**config.mk**
```make
export PLATFORM = sky130hd
export DESIGN_NAME = valu_resp_collector
export DESIGN_NICKNAME = d
export VERILOG_FILES = /design/src/rtl/valu_resp_collector.sv
export SDC_FILE = /design/constraint.sdc
export NUM_CORES = 1
export LEC_CHECK = 0
export ABC_AREA = 1
export BUFFER_PORTS_ARGS = -buffer_cell sky130_fd_sc_hd__buf_4
export CORE_UTILIZATION = 50
export CTS_CLUSTER_SIZE = 25
export DETAILED_ROUTE_END_ITERATION = 6
export GPL_TIMING_DRIVEN = 0
export PLACE_DENSITY_LB_ADDON = 0.25
export SYNTH_ARGS = -nofsm -noshare
export SYNTH_HDL_FRONTEND = slang
export SYNTH_SLANG_ARGS = --single-unit
```
**constraint.sdc**
```tcl
create_clock -name clk_i -period 3.5 [get_ports clk_i]
set_clock_uncertainty 0.1 [all_clocks]
set_input_delay 0.7 -clock clk_i [delete_from_list [all_inputs] [get_ports clk_i]]
set_output_delay 0.7 -clock clk_i [all_outputs]
set_load 0.02 [all_outputs]
```
**src/rtl/valu_resp_collector.sv**
```systemverilog
// valu_resp_collector
// Consumer end of the vector-ALU request/response interface. A sideband FIFO records
// {sew, mask_op, last} for every request issued to the ALU. Each in-order ALU response pops
// the head entry and is either passed through to writeback (arithmetic) or packed into a
// 64-bit mask word (compare). All outputs are registered, one cycle after alu_valid_i.
//
// Ports:
//   clk_i           clock
//   rst_i           synchronous active-high reset
//   req_valid_i     request issued to the ALU this cycle
//   req_ready_o     sideband FIFO can accept a request
//   req_sew_i       element width code of the request (0=8b .. 3=64b)
//   req_mask_op_i   1 = compare op (response carries mask bits)
//   req_last_i      final chunk of the vector instruction
//   alu_valid_i     ALU response valid
//   alu_vec_i       ALU response data
//   wb_valid_o      writeback word valid (single-cycle pulse)
//   wb_data_o       writeback word
//   wb_mask_word_o  wb_data_o is a packed mask word
//   wb_last_o       wb_data_o ends the instruction
//   err_o           sticky: response arrived with an empty FIFO

module valu_resp_collector #(
    parameter int unsigned DATA_WIDTH = 64,  // packing logic assumes exactly 64
    parameter int unsigned SEW_WIDTH  = 2,
    parameter int unsigned FIFO_DEPTH = 8    // power of 2, >= ALU latency + 1
) (
    input  logic                  clk_i,
    input  logic                  rst_i,
    input  logic                  req_valid_i,
    output logic                  req_ready_o,
    input  logic [SEW_WIDTH-1:0]  req_sew_i,
    input  logic                  req_mask_op_i,
    input  logic                  req_last_i,
    input  logic                  alu_valid_i,
    input  logic [DATA_WIDTH-1:0] alu_vec_i,
    output logic                  wb_valid_o,
    output logic [DATA_WIDTH-1:0] wb_data_o,
    output logic                  wb_mask_word_o,
    output logic                  wb_last_o,
    output logic                  err_o
);

    localparam int unsigned PtrW = $clog2(FIFO_DEPTH);
    localparam int unsigned CntW = PtrW + 1;

    typedef struct packed {
        logic [SEW_WIDTH-1:0] sew;
        logic                 mask_op;
        logic                 last;
    } sb_t;

    // Sideband FIFO
    sb_t             fifo_q [FIFO_DEPTH];
    logic [PtrW-1:0] wr_ptr_q, wr_ptr_d;
    logic [PtrW-1:0] rd_ptr_q, rd_ptr_d;
    logic [CntW-1:0] count_q, count_d;
    logic            full, empty, push, pop;
    sb_t             head;

    // Mask accumulation
    logic [DATA_WIDTH-1:0] acc_q, acc_d;
    logic [6:0]            bit_ptr_q, bit_ptr_d;
    logic [6:0]            chunk_len;
    logic [7:0]            ptr_sum;
    logic [DATA_WIDTH-1:0] chunk_bits;
    logic [DATA_WIDTH-1:0] merged;
    logic                  flush;

    // Registered outputs
    logic                  wb_valid_q, wb_valid_d;
    logic [DATA_WIDTH-1:0] wb_data_q, wb_data_d;
    logic                  wb_mask_word_q, wb_mask_word_d;
    logic                  wb_last_q, wb_last_d;
    logic                  err_q, err_d;

    // Full is taken from the registered count, so a same-cycle pop never frees a slot early.
    assign full  = (count_q == CntW'(FIFO_DEPTH));
    assign empty = (count_q == '0);
    assign push  = req_valid_i & ~full;
    assign pop   = alu_valid_i & ~empty;
    assign head  = fifo_q[rd_ptr_q];

    assign wr_ptr_d = push ? wr_ptr_q + 1'b1 : wr_ptr_q;
    assign rd_ptr_d = pop ? rd_ptr_q + 1'b1 : rd_ptr_q;
    assign count_d  = count_q + CntW'(push) - CntW'(pop);

    // A compare response carries 8 >> sew mask bits in its low end.
    assign chunk_len  = 7'd8 >> head.sew;
    assign chunk_bits = alu_vec_i & ~({DATA_WIDTH{1'b1}} << chunk_len);
    assign merged     = acc_q | (chunk_bits << bit_ptr_q[5:0]);
    assign ptr_sum    = {1'b0, bit_ptr_q} + {1'b0, chunk_len};
    assign flush      = (ptr_sum >= 8'd64) | head.last;

    always_comb begin
        acc_d          = acc_q;
        bit_ptr_d      = bit_ptr_q;
        wb_valid_d     = 1'b0;
        wb_data_d      = wb_data_q;
        wb_mask_word_d = wb_mask_word_q;
        wb_last_d      = wb_last_q;
        err_d          = err_q;

        if (alu_valid_i && empty) begin
            // Response with no matching request: drop it and flag the protocol error.
            err_d = 1'b1;
        end else if (pop) begin
            if (!head.mask_op) begin
                // Arithmetic passes straight through; a partial mask stays parked in acc.
                wb_valid_d     = 1'b1;
                wb_data_d      = alu_vec_i;
                wb_mask_word_d = 1'b0;
                wb_last_d      = head.last;
            end else if (flush) begin
                wb_valid_d     = 1'b1;
                wb_data_d      = merged;
                wb_mask_word_d = 1'b1;
                wb_last_d      = head.last;
                acc_d          = '0;
                bit_ptr_d      = '0;
            end else begin
                acc_d     = merged;
                bit_ptr_d = ptr_sum[6:0];
            end
        end
    end

    // FIFO storage needs no reset; validity is tracked by the pointers and count.
    always_ff @(posedge clk_i) begin
        if (push) begin
            fifo_q[wr_ptr_q] <= '{sew: req_sew_i, mask_op: req_mask_op_i, last: req_last_i};
        end
    end

    always_ff @(posedge clk_i) begin
        if (rst_i) begin
            wr_ptr_q       <= '0;
            rd_ptr_q       <= '0;
            count_q        <= '0;
            acc_q          <= '0;
            bit_ptr_q      <= '0;
            wb_valid_q     <= 1'b0;
            wb_data_q      <= '0;
            wb_mask_word_q <= 1'b0;
            wb_last_q      <= 1'b0;
            err_q          <= 1'b0;
        end else begin
            wr_ptr_q       <= wr_ptr_d;
            rd_ptr_q       <= rd_ptr_d;
            count_q        <= count_d;
            acc_q          <= acc_d;
            bit_ptr_q      <= bit_ptr_d;
            wb_valid_q     <= wb_valid_d;
            wb_data_q      <= wb_data_d;
            wb_mask_word_q <= wb_mask_word_d;
            wb_last_q      <= wb_last_d;
            err_q          <= err_d;
        end
    end

    assign req_ready_o    = ~full;
    assign wb_valid_o     = wb_valid_q;
    assign wb_data_o      = wb_data_q;
    assign wb_mask_word_o = wb_mask_word_q;
    assign wb_last_o      = wb_last_q;
    assign err_o          = err_q;

endmodule

```
==> impl_metrics.ini <==
[global_route]
grt_pass1_wl_mm = 46.7
grt_overflow = 0
grt_use_total_pct = 31.2
grt_pass1_vias = 8711
grt_max_degree = 19
antenna_found_initial = 0

[worst_setup_path]
crit_type = register to register
critical-path-top-delay-family = simple AND/OR/NAND/NOR gates
cp.buffers_inverters = 5
start_kind = register
crit_arrival_ns = 3.50
end_kind = register
crit_top_cell = nand2_1
path_cells = clkbuf_4, inv_2, nand3_1, nand2_1, nand2_1, nand2_1, nand2_2, inv_1, ha_1, fa_2, nand4_1, nand2_1, nand2_1, nand2_1, nand3_2, nor2_2, nand2_2, nand2_2, buf_12, buf_8, nor2_1, nor2_1
critPathMaxStageDelay_ns = 0.38
critPathSlowestCell = fa_2
crit_required_ns = 3.74
path_max_fanout = 10

[clock_network]
holdBufCountCts = 0
htreeDepth = 4
cts_max_path_buffers = 2
clk_root_buffer_cell = clkbuf_16
cts_sinks = 184
clk_pin_slew_ns = 0.07
tritoncts = done
insertion_delay_ns = 0.45
numCtsBuffers = 17

[floorplan]
die_area_um2 = 19500
chipHeight_um = 140
start_util_pct = 51.8
die_width_um = 140
core_um2 = 18300
num_rows = 49
io_pins = 141

[route]
via_count = 9587
wl_per_cell_um = 16.7
first_pass_iters = 5
drt_iter0_markers = 755
drcViolationCount = 0
postRouteAntennaNets = 0
viasPerCell = 5.33
drt_wl_total_mm = 30.1

[pwr]
power_density_nw_per_um2 = 807
peakVddDrop_uv = 471
p_total_mw = 9.25
p_leak_nw = 5.25

[timing]
finalCritPeriodShare_pct = 93.2
grt_setup_unrepaired = false
fmaxAchievable_mhz = 307
hold_viol_final = 0
fin_crit_ns = 3.26
drv_slew = 0
timing.setup.tns_ns = 0
setup_viol = 0
max_slew.worst_pin.slew_ns = 0.783
maxSlewHeadroom_pct = 47.8

[synthesis]
ys_seq_elements = 184
syn-num-nets = 1484
avgSynthCellArea_um2 = 6.76
async_flop_share_pct = 0
synth_enable_flop_cells = 32
yosys.area.top_type_share_pct = 32.2
yosysSeqAreaShare_pct = 42.3
yosysUniqueCellTypes = 36
syn_inst = 1399
synth_area_leader_cell = dfxtp_1
synth.most_common_cell = nand2_1
yosys-top-cells-count = nand2_1, nor2_1, inv_1
synth-main-ff-cell = dfxtp_1
synth.cell_area_um2 = 9460
synth_area_leaders = dfxtp_1, nand2_1, edfxtp_1, nor2_1, inv_1
ys_warn_count = 0

[layout]
fin_nets = 1643
finish.utilization_pct = 62.7
fill_cells = 1747
regArea_um2 = 4000
drive_gt1_share_pct = 13.9
postLayoutCellArea_um2 = 11500
antenna_cells = 0
area_growth_pct = 21.1
multiInputGateArea_um2 = 4480

[hold_path]
min_path_type = register to register

[placement]
place_area_um2 = 10800
place_hpwl_mm = 22.7
place_congestion = 0.980
port-buffer-count = 139

[status]
status = finished, final reports clean

[job]
drv_cap = 0
[metrics by stage]
stage	hold WS, ns	std cells	worst slack [ns]
2_1_floorplan	0.333	1399	0.683
4_1_cts	0.358	1799	0.00858
5_1_grt	0.384	1800	0.00325
6_report	0.360	1800	0.238
3_5_place_dp	0.347	1767	-0.0702
3_3_place_gp	0.341	1767	-0.0333
[report_power, final]
| group | internal (mW) | leakage, nW | switching [mW] |
|---|---|---|---|
| sequential | 2.55 | 1.53 | 0.208 |
| clock | 1.01 | 0.280 | 0.945 |
| combinational | 1.49 | 3.44 | 3.05 |
[cell usage in the layout, fill, tap and decap left out, drive strengths merged]
cell type / synthesis / final
ha: 11 / 11
o21a: 36 / 36
o211ai: 1 / 1
a211oi: 2 / 2
nand3: 117 / 117
a31o: 1 / 1
clkbuf: 37 / 56
o21ai: 42 / 42
o22ai: 4 / 4
xor2: 3 / 3
fa: 2 / 2
mux2i: 1 / 1
nor2: 217 / 217
o211a: 1 / 1
bufinv: 0 / 1
clkinvlp: 0 / 2
nand4: 55 / 55
dfxtp: 152 / 152
clkinv: 4 / 7
o21bai: 5 / 5
a31oi: 2 / 2
edfxtp: 32 / 32
inv: 159 / 168
a21oi: 69 / 69
nand2: 397 / 397
buf: 45 / 183
nor3: 1 / 1
nand3b: 3 / 3
[worst reg2reg max path: stages (launching register included)]
cell      delay, ns
dfxtp_1        0.31
clkbuf_4       0.19
inv_2          0.10
nand3_1        0.12
nand2_1        0.06
nand2_1        0.06
nand2_1        0.15
nand2_2        0.14
inv_1          0.05
ha_1           0.21
fa_2           0.38
nand4_1        0.11
nand2_1        0.10
nand2_1        0.08
nand2_1        0.08
nand3_2        0.09
nor2_2         0.04
nand2_2        0.09
nand2_2        0.09
buf_12         0.17
buf_8          0.17
nor2_1         0.19
nor2_1         0.07
[kinds of logic after synthesis]
group	share of synthesized area [%]
adders and majority gates	1.88
and+or+nand+nor	34.8
muxes	0.106
DFF	42.3
buffers and inverters	10.7
AOI/OAI and AO/OA	9.96
xor gates and xnor gates	0.278
[sequential cells by signal, indices dropped and copies added (netlist names), named ones only]
signal,cells
rd_ptr_q,3
wb_data_o,64
acc_q,64
count_q,4
wb_valid_o,1
wb_last_o,1
wb_mask_word_o,1
fifo_q,32
wr_ptr_q,3
bit_ptr_q,7
err_o,1
[per-layer routing]
layer  up-vias  global-route usage (%)  share of wire, %
met3        50                    4.23               5.2
met1      4448                    42.6                46
met5         -                       0                 0
li1       4776                       -                 -
met4         0                    11.1               2.3
met2       313                    50.5                46
[area by class of cell]
cell class,instances,area share [%]
multi-input combinational,970,39.1
sequential,184,34.9
buffer,81,3.86
tap,229,2.50
clock buffer,17,3.71
inverter,163,5.38
clock inverter,15,1.31
timing repair buffer,141,9.23
[worst paths after layout]
path | from | to | slack [ns] | cells after the start
max reg2reg | register | wb_data_o[32]$_SDFFE_PP0P_ | 0.24 | 22
max | register | wb_data_o[32]$_SDFFE_PP0P_ | 0.24 | 22
min | err_o$_SDFFE_PP0P_ | err_o$_SDFFE_PP0P_ | 0.36 | 2
min reg2reg | err_o$_SDFFE_PP0P_ | err_o$_SDFFE_PP0P_ | 0.36 | 2
[what timing repair did]
action	CTS	global route
setup endpoints to repair	12	129
setup buffers	0	2
resized for setup	4	23
pin swaps	0	1
Power figures use the tool's default switching activity.
